<file path="src/rtl/wb_port_arb_pkg.sv">
// Shared definitions for the register-file write-port arbiter.
// Optional build macro WB_ARB_BYPASS_EN is consumed by wb_port_arb.sv.
package wb_port_arb_pkg;

   localparam int unsigned REG_BUS_W  = 64;
   localparam int unsigned REG_ADDR_W = 5;

   localparam logic [REG_BUS_W-1:0] ZERO_WORD     = '0;
   localparam logic                 REG_W_DISABLE = 1'b0;
   localparam logic                 REG_W_ENABLE  = 1'b1;

   typedef logic [REG_ADDR_W-1:0] reg_addr_t;

   // Write-port source, kept as a named encoding for trace/debug
   typedef enum logic [1:0] {
      WB_GRANT_NONE = 2'd0,
      WB_GRANT_PIPE = 2'd1,
      WB_GRANT_LU   = 2'd2,
      WB_GRANT_BYP  = 2'd3
   } wb_grant_e;

   // Register x0 is hard-wired; writes to it are never real writes
   function automatic logic addr_live(input reg_addr_t a);
      return a != '0;
   endfunction

endpackage

</file>
<file path="src/rtl/wb_port_arb_fifo.sv">
// Small synchronous FIFO for long-unit results with an associative
// destination-address match over the occupied entries.
module wb_arb_fifo
   import wb_port_arb_pkg::*;
#(
   parameter int unsigned DATA_W = 64,
   parameter int unsigned DEPTH  = 2
) (
   input  logic                       clk,
   input  logic                       rst,
   input  logic                       push,
   input  reg_addr_t                  push_addr,
   input  logic [DATA_W-1:0]          push_data,
   input  logic                       pop,
   output reg_addr_t                  head_addr,
   output logic [DATA_W-1:0]          head_data,
   output logic [$clog2(DEPTH):0]     count,
   input  reg_addr_t                  query_addr,
   output logic                       hit
);

   localparam int unsigned PTR_W = $clog2(DEPTH);
   localparam int unsigned CNT_W = PTR_W + 1;

   reg_addr_t         addr_mem [DEPTH];
   logic [DATA_W-1:0] data_mem [DEPTH];
   logic [PTR_W-1:0]  wr_ptr;
   logic [PTR_W-1:0]  rd_ptr;
   logic              do_push;
   logic              do_pop;

   assign do_push   = push && (count != CNT_W'(DEPTH));
   assign do_pop    = pop && (count != '0);
   assign head_addr = addr_mem[rd_ptr];
   assign head_data = data_mem[rd_ptr];

   // Pointers wrap naturally since DEPTH is a power of two
   always_ff @(posedge clk or negedge rst) begin
      if (!rst) begin
         wr_ptr <= '0;
         rd_ptr <= '0;
         count  <= '0;
      end else begin
         if (do_push) wr_ptr <= wr_ptr + PTR_W'(1);
         if (do_pop)  rd_ptr <= rd_ptr + PTR_W'(1);
         count <= count + CNT_W'(do_push) - CNT_W'(do_pop);
      end
   end

   // Entry storage; contents are qualified by count so need no reset
   always_ff @(posedge clk) begin
      if (do_push) begin
         addr_mem[wr_ptr] <= push_addr;
         data_mem[wr_ptr] <= push_data;
      end
   end

   // Pending-write hazard match over occupied entries, x0 never matches
   always_comb begin
      hit = 1'b0;
      for (int unsigned k = 0; k < DEPTH; k++) begin
         if ((CNT_W'(k) < count) && addr_live(query_addr) &&
             (addr_mem[rd_ptr + PTR_W'(k)] == query_addr))
            hit = 1'b1;
      end
   end

endmodule

</file>
<file path="src/rtl/wb_port_arb.sv">
// Register-file write-port arbiter: in-order pipeline write-back has
// priority over a FIFO-buffered long-latency unit, with a starvation
// counter forcing a long-unit grant. Optional macro WB_ARB_BYPASS_EN
// lets a long-unit result skip an empty FIFO when the port is idle.
module wb_port_arb
   import wb_port_arb_pkg::*;
#(
   parameter int unsigned DATA_W     = REG_BUS_W,
   parameter int unsigned FIFO_DEPTH = 2,
   parameter int unsigned STARVE_MAX = 4
) (
   input  logic                          clk,
   input  logic                          rst,
   input  logic                          pipe_w_ena_i,
   input  logic [4:0]                    pipe_w_addr_i,
   input  logic [DATA_W-1:0]             pipe_w_data_i,
   output logic                          pipe_stall_o,
   input  logic                          lu_valid_i,
   output logic                          lu_ready_o,
   input  logic [4:0]                    lu_addr_i,
   input  logic [DATA_W-1:0]             lu_data_i,
   input  logic [4:0]                    query_addr_i,
   output logic                          pend_hit_o,
   output logic [$clog2(FIFO_DEPTH):0]   fifo_count_o,
   output logic                          rd_w_ena_o,
   output logic [4:0]                    rd_w_addr_o,
   output logic [DATA_W-1:0]             rd_w_data_o
);

   localparam int unsigned CNT_W = $clog2(FIFO_DEPTH) + 1;
   localparam int unsigned STV_W = $clog2(STARVE_MAX + 1);

   logic              push;
   logic              pop;
   reg_addr_t         head_addr;
   logic [DATA_W-1:0] head_data;
   logic [CNT_W-1:0]  count;
   logic              fifo_empty;
   logic              pipe_req;
   logic              force_lu;
   logic [STV_W-1:0]  starve_cnt;
   wb_grant_e         grant;

   wb_arb_fifo #(
      .DATA_W (DATA_W),
      .DEPTH  (FIFO_DEPTH)
   ) u_fifo (
      .clk        (clk),
      .rst        (rst),
      .push       (push),
      .push_addr  (lu_addr_i),
      .push_data  (lu_data_i),
      .pop        (pop),
      .head_addr  (head_addr),
      .head_data  (head_data),
      .count      (count),
      .query_addr (query_addr_i),
      .hit        (pend_hit_o)
   );

   assign fifo_count_o = count;
   assign fifo_empty   = (count == '0);
   assign lu_ready_o   = (count != CNT_W'(FIFO_DEPTH));
   assign pipe_req     = pipe_w_ena_i && addr_live(pipe_w_addr_i);
   assign force_lu     = !fifo_empty && (starve_cnt == STV_W'(STARVE_MAX));

   // Grant selection: forced drain, then pipeline, then FIFO head
   always_comb begin
      grant        = WB_GRANT_NONE;
      pop          = 1'b0;
      pipe_stall_o = 1'b0;
      push         = lu_valid_i && lu_ready_o;
      if (force_lu) begin
         grant        = WB_GRANT_LU;
         pop          = 1'b1;
         pipe_stall_o = pipe_req;
      end else if (pipe_req) begin
         grant = WB_GRANT_PIPE;
      end else if (!fifo_empty) begin
         grant = WB_GRANT_LU;
         pop   = 1'b1;
`ifdef WB_ARB_BYPASS_EN
      end else if (lu_valid_i) begin
         grant = WB_GRANT_BYP;
         push  = 1'b0;
`endif
      end
   end

   // Registered write port; a popped x0 entry is consumed without a write
   always_ff @(posedge clk or negedge rst) begin
      if (!rst) begin
         rd_w_ena_o  <= REG_W_DISABLE;
         rd_w_addr_o <= '0;
         rd_w_data_o <= '0;
      end else begin
         case (grant)
            WB_GRANT_PIPE: begin
               rd_w_ena_o  <= REG_W_ENABLE;
               rd_w_addr_o <= pipe_w_addr_i;
               rd_w_data_o <= pipe_w_data_i;
            end
            WB_GRANT_LU: begin
               rd_w_ena_o  <= addr_live(head_addr);
               rd_w_addr_o <= head_addr;
               rd_w_data_o <= head_data;
            end
            WB_GRANT_BYP: begin
               rd_w_ena_o  <= addr_live(lu_addr_i);
               rd_w_addr_o <= lu_addr_i;
               rd_w_data_o <= lu_data_i;
            end
            default: rd_w_ena_o <= REG_W_DISABLE;
         endcase
      end
   end

   // Consecutive cycles a buffered result was denied the port
   always_ff @(posedge clk or negedge rst) begin
      if (!rst) begin
         starve_cnt <= '0;
      end else if (fifo_empty || pop) begin
         starve_cnt <= '0;
      end else if (starve_cnt != STV_W'(STARVE_MAX)) begin
         starve_cnt <= starve_cnt + STV_W'(1);
      end
   end

endmodule

</file>
<file path="config.mk">
export PLATFORM = sky130hd
export DESIGN_NAME = wb_port_arb
export DESIGN_NICKNAME = d
export VERILOG_FILES = /design/src/rtl/wb_port_arb_pkg.sv /design/src/rtl/wb_port_arb_fifo.sv /design/src/rtl/wb_port_arb.sv
export SDC_FILE = /design/constraint.sdc
export NUM_CORES = 1
export LEC_CHECK = 0
export BUFFER_PORTS_ARGS = -buffer_cell sky130_fd_sc_hd__buf_2
export CAP_MARGIN = 20
export CORE_ASPECT_RATIO = 1.1
export CORE_MARGIN = 10
export CORE_UTILIZATION = 39
export CTS_CLUSTER_DIAMETER = 50
export CTS_CLUSTER_SIZE = 30
export DETAILED_ROUTE_END_ITERATION = 10
export RECOVER_POWER = 100
export SETUP_SLACK_MARGIN = 0.15
export SLEW_MARGIN = 10
export SYNTH_ARGS = -nofsm -noshare
export SYNTH_HDL_FRONTEND = slang
export SYNTH_SLANG_ARGS = --single-unit
</file>
<file path="constraint.sdc">
create_clock -name clk -period 4.46 [get_ports clk]
set_input_delay 0 -clock clk [delete_from_list [all_inputs] [get_ports clk]]
set_output_delay 0 -clock clk [all_outputs]
set_load 0.01 [all_outputs]
</file>
==> run summary, run 1 <==
- **status** complete, but fails checks
- **clock tree from TritonCTS** done
- **share of flip-flops with an asynchronous set or reset after synthesis** 0.3581
- **synthesized area per cell** 16.22 sq um
- **number of inserted filler cells in the final layout** 1,723
- **number of cell rows** 55
- **Period Utilization, post-route** 0.7241
- **GR Util met3** 0.03539
- **via count** 5,698
- **Worst Setup End Kind** register
- **net count reported at finish** 1,025
- **peak clock frequency supported by timing** 309.6 MHz
- **Total Routed Length** 21,810 um
- **count of flip-flops with a built-in enable after synthesis** 138
- **Skew-Pair Late Insertion Delay** 490 ps
- **count of maximum capacitance violations** 4
- **Synthesis Warnings** 0
- **placed instance area** 9627 sq um
- **clock root cell** sky130_fd_sc_hd__clkbuf_16
- **nets in the synthesized netlist** 661
- **number of sinks driven by the clock tree** 215
- **routed wirelength normalized by instance count** 18.57 um
- **share of final-layout standard cells stronger than drive strength 1** 0.1530
- **required time reported for the critical path endpoint** 4640 ps
- **cells taking the most area after synthesis** sky130_fd_sc_hd__edfxtp_1 (50%), sky130_fd_sc_hd__dfrtp_1 (23%), sky130_fd_sc_hd__mux2i_1 (9.0%)
- **GRT met1 Usage** 0.1842
- **biggest fanout along the worst timing path** 35
- **Clk pin slew, worst setup/hold paths** 70 ps
- **Pins Over Slew Limit** 175
- **measured slew at the worst slew-check pin** 2239 ps
- **Max Root-Sink Buffers** 3
- **Period minus WS final** 3229 ps
- **critical path startpoint category** register
- **die height** 172.8 um
- **relative slew slack** -0.5083
- **RD Place Congestion** 0.7697
- **hold buffers post-CTS** 140
- **most area-hungry cell type in the Yosys netlist** sky130_fd_sc_hd__edfxtp_1
- **CTS H-tree depth** 1
- **number of detailed-routing iterations run before antenna repair** 5
- **Fin. Hold Viols** 0
- **remaining antenna violation count** 0
- **path category of the worst min-delay check** in -> reg
- **Power Density** 568.6 nW/um^2
- **finished layout cell area** 11,530 sq um
- **number of global-route vias before repair** 6,252
- **average vias per placed instance** 4.853
- **top-area cell type share of the netlist area** 0.5009
- **count of cell types in the netlist** 36
- **initial core utilization** 0.3994
- **worst setup path category** reg -> reg
- **worst endpoint data arrival time** 3410 ps
- **Netlist Area Pre-Place** 8273 sq um
- **I/O pin total** 222
- **leading register cell type out of synthesis** sky130_fd_sc_hd__edfxtp_1
- **Syn-to-layout area delta** 39.40%
- **violations in the final reports** capacitance limit, slew limit
- **Core Box Area** 20,710 sq um
- **number of gates resized after cts** 0
- **Antenna Cells** 0
- **overall fraction of global-route tracks in use** 0.1522
- **violation count after the first detailed-route iteration** 205
- **pin count of the biggest net entering global routing** 78
- **worst clock skew** 15.51 ps
- **GRT Residual Overflow** 0
- **Die Outline Area** 27,440 sq um
- **total negative setup slack** 0 ps
- **layer carrying the most global-route usage** met2
- **worst IR drop on VDD** 0.0003410 V
- **final cell utilization of the core** 0.5568
- **global-route wire length before repair** 33,940 um
- **fraction of the yosys area taken by sequential cells** 0.7338
- **Post-CTS Repair Setup Buffers** 0
- **total of flip-flops plus latches after synthesis** 215
- **CTS Buf Count** 21
- **cell count after synthesis** 510
- **placed wire-length estimate after detailed placement** 14,100 um
- **number of antenna violations at the first check in global routing** 2
- **Fin Hold WS** 231.3 ps
- **leakage power** 4.503 nW
- **Port-buffer cells** 221
- **Die Wd** 158.9 um
- **drt drc** 0
- **met2 Track Usage GR** 0.2654
- **Setup Viol. Count Final** 0
- **RSZ-0062 raised after global routing** false
-- cell usage after synthesis, drive strengths merged (2+ instances only) --
master	count
xor2	4
ha	4
nand3	2
a22oi	55
buf	21
xnor2	10
clkbuf	7
a21oi	14
edfxtp	138
nor3	5
dfrtp	77
o21ai	58
nor2	5
nand2	4
o22ai	14
mux2i	74
inv	7
-- worst max-delay path, stage by stage (launching register included) --
cell and delay, ps:
sky130_fd_sc_hd__dfrtp_1 410, sky130_fd_sc_hd__inv_1 70, sky130_fd_sc_hd__nand2_1 100, sky130_fd_sc_hd__nand2_1 110
sky130_fd_sc_hd__nor2_1 580, sky130_fd_sc_hd__clkbuf_1 1280, sky130_fd_sc_hd__buf_12 330
-- worst paths after layout --
check / start / end / slack [ps] / cells past startpoint
setup / recovery: u_fifo.count[0]$_DFF_PN0_ / u_fifo.data_mem[0][62]$_DFFE_PP_ / 1230 / 6
hold / removal: lu_data_i[48] / u_fifo.data_mem[0][48]$_DFFE_PP_ / 230 / 2
setup reg to reg: u_fifo.count[0]$_DFF_PN0_ / u_fifo.data_mem[0][62]$_DFFE_PP_ / 1230 / 6
hold reg to reg: starve_cnt[0]$_DFFE_PN0P_ / starve_cnt[0]$_DFFE_PN0P_ / 490 / 1
max in group asynchronous: rst / rd_w_data_o[49]$_DFFE_PN0P_ / 1470 / 4
min in group asynchronous: rst / rd_w_data_o[32]$_DFFE_PN0P_ / 820 / 3
-- area by class of cell --
cell class                 instances  area [sq um]  area share
sequential                       215          6075      0.5267
timing repair buffer             369          2406      0.2086
multi-input combinational        260          1962      0.1701
clock buffer                      24         536.8     0.04654
tap                              285         356.6     0.03092
clock inverter                    14         170.2     0.01476
inverter                           7         26.28    0.002278
-- per-stage QoR --
stage	worst slack, ps	std cells	total power, mW
after detailed placement	2103	993	4.858
after global placement	2188	993	4.798
after floorplan	308.5	510	4.179
after CTS	1831	1171	6.751
after global routing	918.5	1174	6.948
final	1231	1174	6.557
-- kinds of logic after synthesis --
logic type / after synthesis / share of synthesized area
DFF: 215 / 0.7338
AOI/OAI and AO/OA: 146 / 0.1149
muxes: 74 / 0.08953
buffers and inverters: 35 / 0.02616
and+or+nand+nor: 22 / 0.01467
xor gates and xnor gates: 14 / 0.01482
adders and majority gates: 4 / 0.006050
-- report_power, final --
| part | switching (mW) | internal (mW) |
|---|---|---|
| registers | 0.321 | 2.75 |
| clock network | 0.802 | 0.975 |
| logic | 1.03 | 0.679 |
| total | 2.15 | 4.41 |
-- registers in the layout (all words and copies together) (netlist names) --
signal and flops:
u_fifo.rd_ptr 1, u_fifo.addr_mem 10, u_fifo.wr_ptr 1, rd_w_data_o 64
starve_cnt 3, u_fifo.data_mem 128, rd_w_ena_o 1, u_fifo.count 2
rd_w_addr_o 5
-- metal layers --
layer / routed length (um) / part of all wire
met5: 25 / 0.0011
met4: 467 / 0.021
met3: 1160 / 0.053
met2: 11140 / 0.51
met1: 9008 / 0.41
-- cells in the final DEF, fill, tap and decap left out, types with 14 or more instances in the layout --
cell and instances:
sky130_fd_sc_hd__o22ai_1 14, sky130_fd_sc_hd__dfrtp_1 76, sky130_fd_sc_hd__buf_2 85, sky130_fd_sc_hd__mux2i_1 74, sky130_fd_sc_hd__a22oi_1 55, sky130_fd_sc_hd__a21oi_1 14
sky130_fd_sc_hd__o21ai_0 50, sky130_fd_sc_hd__clkbuf_16 21, sky130_fd_sc_hd__edfxtp_1 138, sky130_fd_sc_hd__dlygate4sd3_1 141, sky130_fd_sc_hd__clkbuf_1 140
(Power assumes the default switching activity.)
==> run 2: changes to the inputs <==
Clock period 4.46 ns to 3.15 ns, I/O delays scaled along.
==> run 2 against run 1 <==
  * The flow still finishes with violations (capacitance limit, slew limit)
  * Critical endpoint is now u_fifo.addr_mem[1][1]$_DFFE_PP_
  * Global-route usage increased by 0.44 points
  * Hold slack got worse by 180 ps
  * Register-to-register slack got worse by 680 ps
  * First-iteration DRC count increased by 58%
  * Count of clock-buffer cells in the layout decreased by 1
  * Worst setup slack got worse by 680 ps
  * Cell area increased by 1.6%
  * Core utilization increased by 0.91 points
  * Critical path type unchanged
  * Sequential cell count unchanged
==> run summary, run 2 (same netlist as run 1, synthesis figures left out) <==
- **measured slew at the worst slew-check pin** 1720 ps
- **combinational power share** 0.257
- **list of cells traversed by the critical path** inv_1, nand2_1, and3_1, buf_12
- **number of detailed-routing iterations run before antenna repair** 4
- **Crit Reg-Reg Endpoint** u_fifo.addr_mem[1][1]$_DFFE_PP_
- **Setup Viol. Count Final** 0
- **setup slack of the most critical reg-to-reg path** 550 ps
- **via count** 5,828
- **number of cell rows** 55
- **Period Utilization, post-route** 0.8240
- **status** complete, but fails checks
- **number of cells traversed by the worst register-to-register path** 4
- **number of sinks driven by the clock tree** 215
- **power share of the sequential group** 0.442
- **leakage power** 4.607 nW
- **path category of the worst min-delay check** in -> reg
- **violations in the final reports** capacitance limit, slew limit
- **Max Root-Sink Buffers** 3
- **sink of the worst hold path** rd_w_data_o[6]$_DFFE_PN0P_
- **Clk pin slew, worst setup/hold paths** 60 ps
- **global-route wire length before repair** 35,200 um
- **RD Place Congestion** 0.7579
- **clock root cell** sky130_fd_sc_hd__clkbuf_16
- **Die Outline Area** 27,440 sq um
- **number of non-filler instances in the completed layout** 1,181
- **clock network fraction of design power** 0.301
- **net count reported at finish** 1,027
- **total negative setup slack** 0 ps
- **required time reported for the critical path endpoint** 3330 ps
- **sequential standard cell area** 6072 sq um
- **Max stage delay cell, worst path** sky130_fd_sc_hd__and3_1
- **smallest setup slack after layout** 554.5 ps
- **net load switching power** 3.144 mW
- **share of final-layout standard cells stronger than drive strength 1** 0.1691
- **number of antenna violations at the first check in global routing** 5
- **placed wire-length estimate after detailed placement** 14,250 um
- **critical path startpoint category** register
- **start point of the worst hold path** pipe_w_ena_i
- **CTS Buf Count** 23
- **overall fraction of global-route tracks in use** 0.1566
- **total power consumption of the routed design** 9.751 mW
- **I/O pin total** 222
- **number of global-route vias before repair** 6,475
- **Min-Delay Path Depth** 5
- **peak clock frequency supported by timing** 385.3 MHz
- **Skew-Pair Late Insertion Delay** 520 ps
- **drt drc** 0
- **violation count after the first detailed-route iteration** 324
- **pin count of the biggest net entering global routing** 78
- **max FFs per register** 128
- **Fin Hold WS** 54.59 ps
- **register ranked first by flip-flop count** u_fifo.data_mem
- **worst clock skew** 17.30 ps
- **worst setup path category** reg -> reg
- **top flop regs** u_fifo.data_mem (128), rd_w_data_o (64), u_fifo.addr_mem (10)
- **Net Sw Frac** 0.3225
- **Port-buffer cells** 221
- **Pins Over Slew Limit** 55
- **CTS H-tree depth** 1
- **worst endpoint data arrival time** 2770 ps
- **initial core utilization** 0.3994
- **count of maximum capacitance violations** 2
- **Reg-to-Reg Start** u_fifo.count[0]$_DFF_PN0_
- **Total Routed Length** 22,530 um
- **remaining antenna violation count** 0
- **Core Box Area** 20,710 sq um
- **internal power consumption** 6.606 mW
- **routed wirelength normalized by instance count** 19.08 um
- **Fin. Hold Viols** 0
- **Placed Cells incl. Taps** 995
- **die height** 172.8 um
- **Period minus WS final** 2595 ps
- **Syn-to-layout area delta** 41.67%
- **average vias per placed instance** 4.935
- **most common cell after layout, fill and taps aside** sky130_fd_sc_hd__dlygate4sd3_1
- **clock tree from TritonCTS** done
- **largest stage delay on the critical path** 1210 ps
- **Die Wd** 158.9 um
- **most frequent cells in the layout** sky130_fd_sc_hd__dlygate4sd3_1 (140), sky130_fd_sc_hd__edfxtp_1 (138), sky130_fd_sc_hd__clkbuf_1 (129), sky130_fd_sc_hd__buf_2 (90), sky130_fd_sc_hd__dfrtp_1 (76)
- **biggest fanout along the worst timing path** 41
- **Power Density** 832.0 nW/um^2
- **worst IR drop on VDD** 0.0004434 V
- **multi-input logic area** 1977 sq um
- **relative slew slack** -0.1464
- **RSZ-0062 raised after global routing** false
- **number of gates resized after cts** 0
- **post-place setup slack** 972.7 ps
- **Worst Setup End Kind** register
- **number of inserted filler cells in the final layout** 1,715
- **GRT Residual Overflow** 0
## run 2: cell types whose count changed in the layout (fill, tap and decap cells not counted), moves of 2 or more
cell / delta
sky130_fd_sc_hd__bufinv_16: +3
sky130_fd_sc_hd__diode_2: +3
sky130_fd_sc_hd__clkinv_8: -2
sky130_fd_sc_hd__buf_2: +5
sky130_fd_sc_hd__clkbuf_1: -11
sky130_fd_sc_hd__clkbuf_16: +2
sky130_fd_sc_hd__clkbuf_2: +2
## run 2: how the worst max path moves through the flow
stage	slack (ps)	cells past startpoint	endpoint	startpoint
final	550	4	u_fifo.addr_mem[1][1]$_DFFE_PP_	u_fifo.count[0]$_DFF_PN0_
after global routing	380	4	u_fifo.addr_mem[1][1]$_DFFE_PP_	u_fifo.count[0]$_DFF_PN0_
after CTS	660	6	pend_hit_o	u_fifo.rd_ptr$_DFFE_PN0P_
after detailed placement	970	6	rd_w_data_o[37]$_DFFE_PN0P_	u_fifo.count[1]$_DFF_PN0_
after global placement	1040	6	rd_w_data_o[37]$_DFFE_PN0P_	u_fifo.count[1]$_DFF_PN0_
after floorplan	150	4	u_fifo.addr_mem[0][0]$_DFFE_PP_	u_fifo.count[0]$_DFF_PN0_
## run 2: power by group through the flow
stage / registers [mW] / clock network [mW] / logic, mW
after floorplan: 4.42 / 0 / 1.49
after global placement: 4.32 / 0 / 2.52
after detailed placement: 4.35 / 0 / 2.57
after CTS: 4.30 / 3.00 / 2.72
after global routing: 4.40 / 3.12 / 2.76
final: 4.31 / 2.93 / 2.51
## run 2: critical path, delay by kind of cell (launching register included)
| kind | cells | cell delay (ps) |
|---|---|---|
| buffers and inverters | 2 | 420 |
| DFF | 1 | 450 |
| and+or+nand+nor | 2 | 1340 |
## run 2: final cells by class
| type | instances | share of cell area |
|---|---|---|
| clock inverter | 19 | 0.02221 |
| tap | 285 | 0.03043 |
| timing repair buffer | 369 | 0.2086 |
| antenna | 3 | 0.0006405 |
| sequential | 215 | 0.5181 |
| multi-input combinational | 260 | 0.1687 |
| inverter | 7 | 0.002242 |
| clock buffer | 23 | 0.04911 |
## run 2: through the flow
step	utilization	cell area (sq um)
finish	0.5658	11720
global route	0.5658	11720
CTS	0.5741	11890
detailed placement	0.4661	9654
global placement	0.4661	9654
floorplan	-	8275
## run 2: repair_timing
item / in CTS / in global routing
hold endpoints to repair: 286 / 0
hold buffers: 140 / 0
setup buffers: 0 / 0
## run 2: metal layers
layer,global-route usage,part of all wire,wire length [um]
met4,0.04946,0.021,462
met1,0.1837,0.41,9209
met2,0.2776,0.52,11710
met5,0,0.0012,27
met3,0.03587,0.050,1124
==> run 3: changes to the inputs <==
Clock period 3.15 ns to 2.6 ns, I/O delays scaled along.
==> run 3 against run 2 <==
  * Combinational power rose by 24%
  * Cell count rose by 0.76%
  * Hold slack improved by 150 ps
  * Die area did not move
  * Routed wire length fell by 1.2%
  * Fmax rose by 16%
  * Via count fell by 0.58%
  * Power rose by 19%
  * Sequential share of layout area fell by 0.062 points
  * Register-to-register slack got worse by 200 ps
  * Highest routed layer unchanged
  * The run still ends with capacitance limit, slew limit left
  * Global-route usage barely moved
==> run summary, run 3 (same netlist as run 1, synthesis figures left out) <==
- **status** complete, but fails checks
- **violations in the final reports** capacitance limit, slew limit
- **Worst Setup End Kind** register
- **Pins Over Slew Limit** 57
- **share of final-layout standard cells stronger than drive strength 1** 0.1735
- **number of global-route vias before repair** 6,542
- **top flop regs** u_fifo.data_mem (128), rd_w_data_o (64), u_fifo.addr_mem (10)
- **number of cells traversed by the worst register-to-register path** 4
- **remaining antenna violation count** 0
- **Min-Delay Path Depth** 2
- **Net Sw Frac** 0.3323
- **peak clock frequency supported by timing** 446.3 MHz
- **die height** 172.8 um
- **power share of the sequential group** 0.444
- **number of gates resized after cts** 0
- **I/O pin total** 222
- **start point of the worst hold path** lu_data_i[54]
- **max FFs per register** 128
- **initial core utilization** 0.3994
- **RSZ-0062 raised after global routing** false
- **number of antenna violations at the first check in global routing** 7
- **path category of the worst min-delay check** in -> reg
- **critical path startpoint category** register
- **CTS Buf Count** 23
- **Post-CTS Repair Setup Buffers** 0
- **combinational power share** 0.269
- **GRT Residual Overflow** 0
- **net count reported at finish** 1,033
- **biggest fanout along the worst timing path** 31
- **routed wirelength normalized by instance count** 18.70 um
- **clock root cell** sky130_fd_sc_hd__clkbuf_16
- **leakage power** 4.597 nW
- **Core Box Area** 20,710 sq um
- **Total Routed Length** 22,250 um
- **CTS H-tree depth** 1
- **violation count after the first detailed-route iteration** 237
- **placed wire-length estimate after detailed placement** 14,480 um
- **worst setup path category** reg -> reg
- **net load switching power** 3.862 mW
- **Port-buffer cells** 221
- **Setup Viol. Count Final** 0
- **average vias per placed instance** 4.869
- **number of inserted filler cells in the final layout** 1,706
- **Period Utilization, post-route** 0.8617
- **start point of the critical path** u_fifo.count[0]$_DFF_PN0_
- **Reg-to-Reg Start** u_fifo.count[0]$_DFF_PN0_
- **multi-input logic area** 1997 sq um
- **overall fraction of global-route tracks in use** 0.1563
- **most common cell after layout, fill and taps aside** sky130_fd_sc_hd__dlygate4sd3_1
- **Fin. Hold Viols** 0
- **total negative setup slack** 0 ps
- **hold buffers post-CTS** 141
- **number of detailed-routing iterations run before antenna repair** 5
- **Skew-Pair Late Insertion Delay** 510 ps
- **clock tree from TritonCTS** done
- **Die Outline Area** 27,440 sq um
- **internal power consumption** 7.761 mW
- **Power Density** 990.1 nW/um^2
- **worst endpoint data arrival time** 2370 ps
- **register ranked first by flip-flop count** u_fifo.data_mem
- **Die Wd** 158.9 um
- **placed instance area** 9712 sq um
- **finished layout cell area** 11,740 sq um
- **worst clock skew** 19.39 ps
- **global-route wire length before repair** 35,230 um
- **number of sinks driven by the clock tree** 215
- **relative slew slack** -0.03300
- **Syn-to-layout area delta** 41.89%
- **via count** 5,794
- **drt drc** 0
- **Max Root-Sink Buffers** 3
- **measured slew at the worst slew-check pin** 1549 ps
- **count of maximum capacitance violations** 1
- **most frequent cells in the layout** sky130_fd_sc_hd__dlygate4sd3_1 (141), sky130_fd_sc_hd__edfxtp_1 (138), sky130_fd_sc_hd__clkbuf_1 (136), sky130_fd_sc_hd__buf_2 (88), sky130_fd_sc_hd__dfrtp_1 (76)
- **required time reported for the critical path endpoint** 2730 ps
- **Period minus WS final** 2241 ps
- **worst IR drop on VDD** 0.0005971 V
- **pin count of the biggest net entering global routing** 66
- **Clk pin slew, worst setup/hold paths** 70 ps
- **RD Place Congestion** 0.7659
- **clock network fraction of design power** 0.287
- **sequential standard cell area** 6075 sq um
- **number of cell rows** 55
## run 3: changes by cell type in the layout (fill, tap and decap cells not counted), moves of 2 or more
cell	previous run	this run
sky130_fd_sc_hd__clkbuf_1	129	136
sky130_fd_sc_hd__clkinv_8	1	5
sky130_fd_sc_hd__o21ai_0	51	47
sky130_fd_sc_hd__bufinv_16	4	1
sky130_fd_sc_hd__diode_2	3	6
sky130_fd_sc_hd__o21ai_2	6	9
sky130_fd_sc_hd__buf_2	90	88
sky130_fd_sc_hd__inv_6	5	7
sky130_fd_sc_hd__inv_8	3	1
## run 3: worst paths after layout
path                                                    endpoint  slack, ps
worst min-delay path            u_fifo.data_mem[0][54]$_DFFE_PP_        210
min in group asynchronous            rd_w_data_o[32]$_DFFE_PN0P_        460
worst max-delay path             u_fifo.data_mem[1][1]$_DFFE_PP_        360
max in group asynchronous            rd_w_data_o[18]$_DFFE_PN0P_        810
worst max register to register   u_fifo.data_mem[1][1]$_DFFE_PP_        360
worst min register to register         starve_cnt[0]$_DFFE_PN0P_        500
## run 3: worst max-delay path: stages (launching register included)
cell and delay, ps:
sky130_fd_sc_hd__dfrtp_1 430, sky130_fd_sc_hd__inv_1 80, sky130_fd_sc_hd__nand2_1 120, sky130_fd_sc_hd__and3_2 730, sky130_fd_sc_hd__clkbuf_1 490
## run 3: final cells by class
| class | count | share of cell area |
|---|---|---|
| multi-input cells | 260 | 0.1701 |
| clock inverters | 19 | 0.01929 |
| inverters | 7 | 0.002238 |
| clock buffers | 23 | 0.04903 |
| well taps | 285 | 0.03038 |
| repair buffers | 375 | 0.2102 |
| diodes | 6 | 0.001279 |
| flip-flops and latches | 215 | 0.5175 |
## run 3: through the flow
stage | utilization | std cells | hold slack, ps | worst slack, ps | power (mW)
floorplan | - | 510 | -295.6 | 359.2 | 7.146
global placement | 0.4689 | 1001 | 118.9 | 542.4 | 8.288
detailed placement | 0.4689 | 1001 | 142.5 | 512.9 | 8.413
CTS | 0.5757 | 1184 | 141.3 | 430.1 | 11.94
global route | 0.5665 | 1188 | 202.8 | 203.6 | 12.27
finish | 0.5667 | 1190 | 205.6 | 359.5 | 11.62
## run 3: power by group through the flow
stage | Clock (mW) | Combinational [mW] | Sequential [mW]
floorplan | 0 | 1.81 | 5.34
global placement | 0 | 3.12 | 5.16
finish | 3.33 | 3.12 | 5.17
global route | 3.57 | 3.44 | 5.27
detailed placement | 0 | 3.21 | 5.20
CTS | 3.42 | 3.38 | 5.14
## run 3: routing by layer
layer / part of all wire / GRT usage / vias to the layer above
met5: 0.00031 / 0 / -
met4: 0.028 / 0.05526 / 2
met3: 0.066 / 0.04204 / 41
li1: - / - / 2753
met1: 0.39 / 0.1792 / 2799
met2: 0.52 / 0.2746 / 199
